**src/rtl/com_sender_if.sv**
```systemverilog
// Bus between the serial command sender and its controller, ROM and SPI slave.
// The master modport is the sender side; slave is everything around it.
interface com_sender_if #(
    parameter int unsigned CMD_W  = 16,
    parameter int unsigned ADDR_W = 4
);
    logic              Write;
    logic [ADDR_W-1:0] rom_addr;
    logic [CMD_W-1:0]  rom_data;
    logic              sclk;
    logic              sdo;
    logic              cs_n;
    logic              NewCom;
    logic              ComEnd;
    logic              busy;

    modport master (
        input  Write,
        input  rom_data,
        output rom_addr,
        output sclk,
        output sdo,
        output cs_n,
        output NewCom,
        output ComEnd,
        output busy
    );

    modport slave (
        output Write,
        output rom_data,
        input  rom_addr,
        input  sclk,
        input  sdo,
        input  cs_n,
        input  NewCom,
        input  ComEnd,
        input  busy
    );
endinterface

```
**src/rtl/com_sender.sv**
```systemverilog
// Walks a synchronous command ROM one entry per Write request and sends each
// word MSB first as a mode-0 SPI frame; flags more-to-come or end-of-list.
module com_sender #(
    parameter int unsigned CMD_W   = 16,
    parameter int unsigned ADDR_W  = 4,
    parameter int unsigned NUM_CMD = 10,
    parameter int unsigned CLK_DIV = 4
) (
    input  logic         clk,
    input  logic         reset,
    com_sender_if.master bus
);

    localparam int unsigned DIV_W = (CLK_DIV > 1) ? $clog2(CLK_DIV) : 1;
    localparam int unsigned BIT_W = (CMD_W > 1) ? $clog2(CMD_W) : 1;

    localparam logic [DIV_W-1:0]  DIV_LAST = DIV_W'(CLK_DIV - 1);
    localparam logic [BIT_W-1:0]  BIT_LAST = BIT_W'(CMD_W - 1);
    localparam logic [ADDR_W-1:0] IDX_LAST = ADDR_W'(NUM_CMD - 1);

    typedef enum logic [2:0] {
        IDLE  = 3'd0,
        FETCH = 3'd1,
        LOAD  = 3'd2,
        SHIFT = 3'd3,
        DONE  = 3'd4
    } state_e;

    state_e            state_q,   state_d;
    logic [ADDR_W-1:0] idx_q,     idx_d;
    logic [CMD_W-1:0]  shreg_q,   shreg_d;
    logic [DIV_W-1:0]  div_q,     div_d;
    logic [BIT_W-1:0]  bit_q,     bit_d;
    logic              sclk_q,    sclk_d;
    logic              sdo_q,     sdo_d;
    logic              cs_n_q,    cs_n_d;
    logic              new_com_q, new_com_d;
    logic              com_end_q, com_end_d;
    logic              busy_q,    busy_d;

    // Next-state and output logic; every register holds unless a state moves it.
    always_comb begin
        state_d   = state_q;
        idx_d     = idx_q;
        shreg_d   = shreg_q;
        div_d     = div_q;
        bit_d     = bit_q;
        sclk_d    = sclk_q;
        cs_n_d    = cs_n_q;
        new_com_d = 1'b0;
        com_end_d = com_end_q;

        case (state_q)
            IDLE: begin
                if (bus.Write && !com_end_q) begin
                    state_d = FETCH;
                end
            end

            // rom_addr tracks idx continuously, so one wait cycle covers ROM latency.
            FETCH: begin
                state_d = LOAD;
            end

            LOAD: begin
                shreg_d = bus.rom_data;
                cs_n_d  = 1'b0;
                sclk_d  = 1'b0;
                div_d   = '0;
                bit_d   = '0;
                state_d = SHIFT;
            end

            // Each half-period is CLK_DIV cycles; data advances on the falling edge.
            SHIFT: begin
                if (div_q == DIV_LAST) begin
                    div_d = '0;
                    if (!sclk_q) begin
                        sclk_d = 1'b1;
                    end else begin
                        sclk_d  = 1'b0;
                        shreg_d = shreg_q << 1;
                        if (bit_q == BIT_LAST) begin
                            bit_d   = '0;
                            cs_n_d  = 1'b1;
                            state_d = DONE;
                        end else begin
                            bit_d = bit_q + BIT_W'(1);
                        end
                    end
                end else begin
                    div_d = div_q + DIV_W'(1);
                end
            end

            DONE: begin
                state_d = IDLE;
                if (idx_q == IDX_LAST) begin
                    com_end_d = 1'b1;
                end else begin
                    new_com_d = 1'b1;
                    idx_d     = idx_q + ADDR_W'(1);
                end
            end

            default: begin
                state_d = IDLE;
            end
        endcase

        sdo_d  = shreg_d[CMD_W-1] & ~cs_n_d;
        busy_d = (state_d != IDLE);
    end

    always_ff @(posedge clk) begin
        if (reset) begin
            state_q   <= IDLE;
            idx_q     <= '0;
            shreg_q   <= '0;
            div_q     <= '0;
            bit_q     <= '0;
            sclk_q    <= 1'b0;
            sdo_q     <= 1'b0;
            cs_n_q    <= 1'b1;
            new_com_q <= 1'b0;
            com_end_q <= 1'b0;
            busy_q    <= 1'b0;
        end else begin
            state_q   <= state_d;
            idx_q     <= idx_d;
            shreg_q   <= shreg_d;
            div_q     <= div_d;
            bit_q     <= bit_d;
            sclk_q    <= sclk_d;
            sdo_q     <= sdo_d;
            cs_n_q    <= cs_n_d;
            new_com_q <= new_com_d;
            com_end_q <= com_end_d;
            busy_q    <= busy_d;
        end
    end

    assign bus.rom_addr = idx_q;
    assign bus.sclk     = sclk_q;
    assign bus.sdo      = sdo_q;
    assign bus.cs_n     = cs_n_q;
    assign bus.NewCom   = new_com_q;
    assign bus.ComEnd   = com_end_q;
    assign bus.busy     = busy_q;

endmodule

```
**src/flat_wrapper.sv**
```systemverilog
// flat-port wrapper written by rule: the top's interface ports become plain ports
module com_sender_flat 
#(
    parameter int unsigned CMD_W   = 16,
    parameter int unsigned ADDR_W  = 4,
    parameter int unsigned NUM_CMD = 10,
    parameter int unsigned CLK_DIV = 4
)
  (clk, reset, bus_Write, bus_rom_data, bus_rom_addr, bus_sclk, bus_sdo, bus_cs_n, bus_NewCom, bus_ComEnd, bus_busy);
  com_sender_if #(.CMD_W(CMD_W), .ADDR_W(ADDR_W)) bus_i ();
  input  logic clk;
  input  logic reset;
  input wire logic [$bits(bus_i.Write)-1:0] bus_Write;
  input wire logic [$bits(bus_i.rom_data)-1:0] bus_rom_data;
  output wire logic [$bits(bus_i.rom_addr)-1:0] bus_rom_addr;
  output wire logic [$bits(bus_i.sclk)-1:0] bus_sclk;
  output wire logic [$bits(bus_i.sdo)-1:0] bus_sdo;
  output wire logic [$bits(bus_i.cs_n)-1:0] bus_cs_n;
  output wire logic [$bits(bus_i.NewCom)-1:0] bus_NewCom;
  output wire logic [$bits(bus_i.ComEnd)-1:0] bus_ComEnd;
  output wire logic [$bits(bus_i.busy)-1:0] bus_busy;
  assign bus_i.Write = bus_Write;
  assign bus_i.rom_data = bus_rom_data;
  assign bus_rom_addr = bus_i.rom_addr;
  assign bus_sclk = bus_i.sclk;
  assign bus_sdo = bus_i.sdo;
  assign bus_cs_n = bus_i.cs_n;
  assign bus_NewCom = bus_i.NewCom;
  assign bus_ComEnd = bus_i.ComEnd;
  assign bus_busy = bus_i.busy;
  com_sender #(.CMD_W(CMD_W), .ADDR_W(ADDR_W), .NUM_CMD(NUM_CMD), .CLK_DIV(CLK_DIV)) u_core (.clk(clk), .reset(reset), .bus(bus_i));
endmodule
```
**config.mk**
```make
export PLATFORM = sky130hd
export DESIGN_NAME = com_sender_flat
export DESIGN_NICKNAME = d
export VERILOG_FILES = /design/src/rtl/com_sender_if.sv /design/src/rtl/com_sender.sv /design/src/flat_wrapper.sv
export SDC_FILE = /design/constraint.sdc
export NUM_CORES = 1
export LEC_CHECK = 0
export ABC_AREA = 1
export BUFFER_PORTS_ARGS = -buffer_cell sky130_fd_sc_hd__buf_4
export CAP_MARGIN = 20
export CORE_MARGIN = 2
export CORE_UTILIZATION = 54
export CTS_CLUSTER_SIZE = 8
export DETAILED_ROUTE_END_ITERATION = 8
export HOLD_SLACK_MARGIN = 0.05
export PLACE_DENSITY = 0.8
export REMOVE_ABC_BUFFERS = 1
export SYNTH_ARGS = -nofsm -noshare
export SYNTH_HDL_FRONTEND = slang
export SYNTH_SLANG_ARGS = --single-unit
```
**constraint.sdc**
```tcl
create_clock -name clk -period 1.7 [get_ports clk]
set_clock_uncertainty 0.15 [all_clocks]
set_input_delay 0.085 -clock clk [delete_from_list [all_inputs] [get_ports clk]]
set_output_delay 0.085 -clock clk [all_outputs]
set_load 0.01 [all_outputs]
```
; Yosys cells after proc, flatten, opt, wreduce, memory -nomap -nowiden
; Index checks and enable logic that the tools add are counted.
[word_totals]
out_inout_bits = 10
ff_bits = 35
in_bits = 19
[op_classes]
eq_ne = 9
bitwise_logic = 4
n_mux = 22
n_reduce_logical = 10
addsub = 3
[ops]
columns = cell, n
row1 = 16-bit 2-to-1 mux, 2
row2 = 16-bit case mux with 2 select lines, 1
row3 = 3-bit 2-to-1 mux, 4
row4 = 4-bit 2-to-1 mux, 3
row5 = 3-bit case mux with 4 select lines, 1
row6 = "4-bit by 1-bit adder with 4-bit output, second input constant", 2
row7 = "4-bit == test, second input constant", 2
row8 = 4-bit case mux with 2 select lines, 1
row9 = "3-bit by 2-bit == test with 1-bit output, second input constant", 2
row10 = 1-bit 2-to-1 mux, 6
row11 = 2-bit AND reduction, 3
row12 = "2-bit by 1-bit inequality test with 1-bit output, second input constant", 2
row13 = 1-bit case mux with 2 select lines, 2
row14 = 2-bit case mux with 2 select lines, 1
row15 = "3-bit by 1-bit == test with 1-bit output, second input constant", 1
row16 = "3-bit == test, second input constant", 1
row17 = 3-bit logical NOT, 1
row18 = 1-bit inverter, 3
row19 = 3-bit AND reduction, 1
row20 = 3-bit nonzero test, 1
row21 = "2-bit by 1-bit adder with 2-bit output, second input constant", 1
row22 = "2-bit == test, second input constant", 1
row23 = 2-bit 2-to-1 mux, 1
row24 = 2-bit nonzero test, 1
row25 = 4 further kinds, 4

; Depth between registers and ports, before layout
[depth]
word_depth = 7
depth_mapped = 8
ltp_nobuf = 8

; Least setup slack after synthesis
; No wires, ideal clock.
[synth_path]
path_kind = flip-flop to flip-flop
from = reg u_core.div_q[0]
to = reg u_core.shreg_q[6]
path_slack_ns = 0.227
required_ns = 1.417
path_stages_with_launch = 7
path_buffers = 1
arrival_time_ns = 1.191
period_less_slack_ns = 1.473
setup_ns = 0.133
path_cell_list = dfxtp_1 > ha_1 > nand2_1 > clkinv_1 > buf_2 > nand3_1 > a31oi_1
[synth_between]
elab_chain_cells = 3
[synth_lines]
columns = item, line_no
row1 = start: declaration, com_sender.sv:32  ; logic [DIV_W-1:0] div_q, div_d;
row2 = start signal: assignment, com_sender.sv:132  ; div_q <= div_d;
row3 = 2-bit == test, com_sender.sv:76  ; if (div_q == DIV_LAST) begin
row4 = 2-bit by 1-bit inequality test with 1-bit output (no line), --
row5 = 3-bit AND reduction (no line), --
row6 = end signal: assignment, com_sender.sv:131  ; shreg_q <= shreg_d;
row7 = end: declaration, com_sender.sv:31  ; logic [CMD_W-1:0] shreg_q, shreg_d;
; Every way passes these cells.
; A chain may end at the register's enable or synchronous reset.

; Worst setup path in the final report
[layout_path]
from = reg u_core.div_q[0]
to = reg u_core.shreg_q[10]
; The elaborated chain is that of the path after synthesis.

==> summary.md <==
| Metric | Value |
|---|---|
| Outcome | complete, no violations |
| Core ar. | 2730 sq um |
| Vias in the first global route | 1419 |
| Vias per inst | 5.31 |
| CTS HTree Levels | 2 |
| CTS max path bufs | 2 |
| Pwr dens | 932 nW/um^2 |
| Max stage delay on crit path | 340 ps |
| Routed WL | 3270 um |
| Vias post-DR | 1519 |
| Mux cell area share after synthesis | 0% |
| Die W | 57.5 um |
| Sink Count | 35 |
| Crit path kind | reg -> reg |
| Hold Violations, Final | 0 |
| Max-slew headroom | 81.6% |
| Worst Path Required | 1780 ps |
| Starting Density | 56.5% |
| Fill count | 207 |
| Slew Viols, Final | 0 |
| Max-cap viol count | 0 |
| CTS tree | done |
| Site Rows | 19 |
| All-Layer GR Usage | 22.4% |
| Antenna Diode Count | 0 |
| Seq. cell area | 701 sq um |
| Largest family of logic cells by synthesized area | simple AND/OR/NAND/NOR gates |
| Pin count of the biggest net entering global routing | 26 |
| Initial DRC count | 40 |
| Antenna violations before repair | 0 |
| Comb pwr share | 13.9% |
| Share of cells above drive strength 1 | 20.4% |
| Worst setup SP type | flip-flop |
| DRC viols | 0 |
| Synth Area in Simple Gates | 27.9% |
| PortBufs | 28 |
| Detailed Place HPWL | 2160 um |
| Int Power | 0.00145 W |
| Adder-cell share of the synthesized area | 3.24% |
| RSZ-0062 raised after global routing | no |
| Fmax | 648 MHz |
| R2R setup slack | 160 ps |
| Crit end category | flip-flop |
| Total negative slack | 0 ps |
| Routed length on met1 | 1490 um |
| Mean Syn Cell Area | 7.46 sq um |
| First-pass GRT wire length | 5840 um |
| Detail Route Antenna Nets | 0 |
| Slowest stage cell on the critical path | dfxtp_1 |
| Seq pwr share | 47.5% |
| Ports | 29 |
| Fin crit share | 90.8% |
| Cell Chain, Critical Path | ha_1, nand2_1, clkinv_1, buf_4, nand3_1, a31oi_1 |
| Worst Max-Slew Pin Slew | 275 ps |
| Switching Power | 0.000452 W |
| Met2 Wirelength | 1570 um |
| Synth area leader | dfxtp_1 |
| Num CTS Buffers | 5 |
| Die Footprint | 3310 sq um |
| DR pass1 iterations | 5 |
| Worst vdd ir | 1.18 mV |
| Final setup viols | 0 |
| Min-delay worst type | in -> reg |
| Gr ovfl total | 0 |
| Multi-input gate area | 699 sq um |
| CTS clk-pin slew, worst paths | 110 ps |
| Part of the power in the clock network | 38.6% |
| Netlist cell types | 25 |
| Worst-Skew Late Latency | 340 ps |
| XOR/XNOR Fraction of Synth Area | 0% |
| DR top layer | met4 |
| Final RePlAce weighted congestion | 0.820 |
| Final hold slack | 136 ps |
| Compound-Gate Fraction of Synth Area | 13.9% |
| Total Nets Final | 277 |
| Root Buffer | clkbuf_4 |
| Avg WL per Cell | 11.4 um |
| Sequential share of the synthesized area | 45.3% |
| Die Y | 57.5 um |
| Worst Path Arrival | 1620 ps |
| Top cell type's share of synthesized area | 45.3% |
| #FFs+latches synth | 35 |
| Tmin final | 1540 ps |
| Critical-path maximum fanout | 14 |
| Setup bufs post-CTS | 0 |
| Leak pwr | 0.865 nW |
| Yosys warning count | 0 |
| Gate count of the mapped netlist | 207 |
| Switching Share | 23.7% |
| Met3 routed WL | 148 um |
| Mapped Area | 1550 sq um |
| Ranking of synthesized cells by area | dfxtp_1, nand2_1, nand3_1 |
| Area growth from synthesis to layout | 32.1% |
[power groups by stage]
| stage | clock network, W | registers (W) | logic [W] |
|---|---|---|---|
| after floorplan | 0 | 0.000919 | 0.000136 |
| after global placement | 0 | 0.000919 | 0.000231 |
| after detailed placement | 0 | 0.000920 | 0.000232 |
| after CTS | 0.000747 | 0.000902 | 0.000264 |
| after global routing | 0.000788 | 0.000908 | 0.000299 |
| final | 0.000734 | 0.000903 | 0.000265 |
[layout by cell type (no fill, tap or decap)]
| cell | instances |
|---|---|
| nand2_1 | 52 |
| dfxtp_1 | 35 |
| buf_4 | 31 |
| nand3_1 | 24 |
| inv_1 | 19 |
| dlygate4sd3_1 | 17 |
| a31oi_1 | 15 |
| nor2_1 | 13 |
| a21oi_1 | 11 |
| o21ai_0 | 6 |
| clkbuf_4 | 5 |
| nor2_2 | 4 |
| ha_1 | 4 |
| nand2_2 | 3 |
| inv_2 | 2 |
| o22ai_1 | 2 |
| nor3_1 | 2 |
| bufinv_16 | 2 |
| a21oi_4 | 1 |
| inv_4 | 1 |
| clkinv_2 | 1 |
| clkinv_1 | 1 |
| a22oi_1 | 1 |
| nor3_2 | 1 |
| nand4_1 | 1 |
| clkinvlp_4 | 1 |
[timing repair]
action	CTS	global route
gates resized for setup	0	1
hold buffers	17	0
setup endpoints to repair	0	1
hold endpoints to repair	25	0
[cell usage after synthesis (all sizes together)]
master   n
a21oi   12
a22oi    1
a31oi   15
buf      5
clkbuf   3
clkinv   2
dfxtp   35
ha       4
inv     22
nand2   55
nand3   24
nand4    1
nor2    17
nor3     3
o21ai    6
o22ai    2
[cell type report]
type | instances | area share (%)
clock buffer | 5 | 1.84
multi-input combinational | 140 | 34.3
clock inverter | 3 | 3.31
inverter | 24 | 4.60
tap | 31 | 1.90
sequential | 35 | 34.3
timing repair buffer | 48 | 19.7
[state kept, by name (all words and copies together), names as in the netlist]
register / count
u_core.bit_q: 4
u_core.bus.ComEnd: 1
u_core.bus.NewCom: 1
u_core.bus.busy: 1
u_core.bus.cs_n: 1
u_core.bus.rom_addr: 4
u_core.bus.sclk: 1
u_core.bus.sdo: 1
u_core.div_q: 2
u_core.shreg_q: 16
u_core.state_q: 3
[kinds of logic (layout without fill, tap and decap cells)]
| family | after synthesis | after routing |
|---|---|---|
| and+or+nand+nor | 100 | 100 |
| AOI/OAI and AO/OA | 36 | 36 |
| DFF | 35 | 35 |
| buffers and inverters | 32 | 80 |
| adders and majority gates | 4 | 4 |
[critical path: cells and delay by family (launching register included)]
family          cells  cell delay [ps]
buf+inv             2              380
flops               1              340
simple gates        2              250
compound gates      1               80
fa+ha+maj           1              220
[worst paths after layout]
kind,cells past startpoint,end,startpoint
hold / removal,9,u_core.state_q[0]$_SDFF_PP0_,bus_Write
setup / recovery,6,u_core.shreg_q[10]$_SDFFE_PP0P_,u_core.div_q[0]$_SDFFE_PP0P_
hold reg to reg,2,u_core.shreg_q[0]$_SDFFE_PP0P_,u_core.shreg_q[0]$_SDFFE_PP0P_
setup reg to reg,6,u_core.shreg_q[10]$_SDFFE_PP0P_,u_core.div_q[0]$_SDFFE_PP0P_
[routing by layer]
| layer | vias up | track usage, % |
|---|---|---|
| li1 | 770 | - |
| met1 | 688 | 28.6 |
| met2 | 52 | 36.5 |
| met3 | 9 | 4.99 |
| met4 | 0 | 8.97 |
| met5 | - | 0 |
[per-stage QoR]
| stage | cell area, sq um | worst slack [ps] | utilization [%] | total power (W) | std cells |
|---|---|---|---|---|---|
| global route | 2040 | 22.7 | 74.6 | 0.00200 | 286 |
| CTS | 2040 | 160 | 74.6 | 0.00191 | 286 |
| finish | 2040 | 156 | 74.6 | 0.00190 | 286 |
| global placement | 1760 | 218 | 64.5 | 0.00115 | 261 |
| detailed placement | 1760 | 189 | 64.5 | 0.00115 | 261 |
| floorplan | 1490 | 73.3 | - | 0.00105 | 199 |
Note: power is estimated with default switching activity, not from simulation.
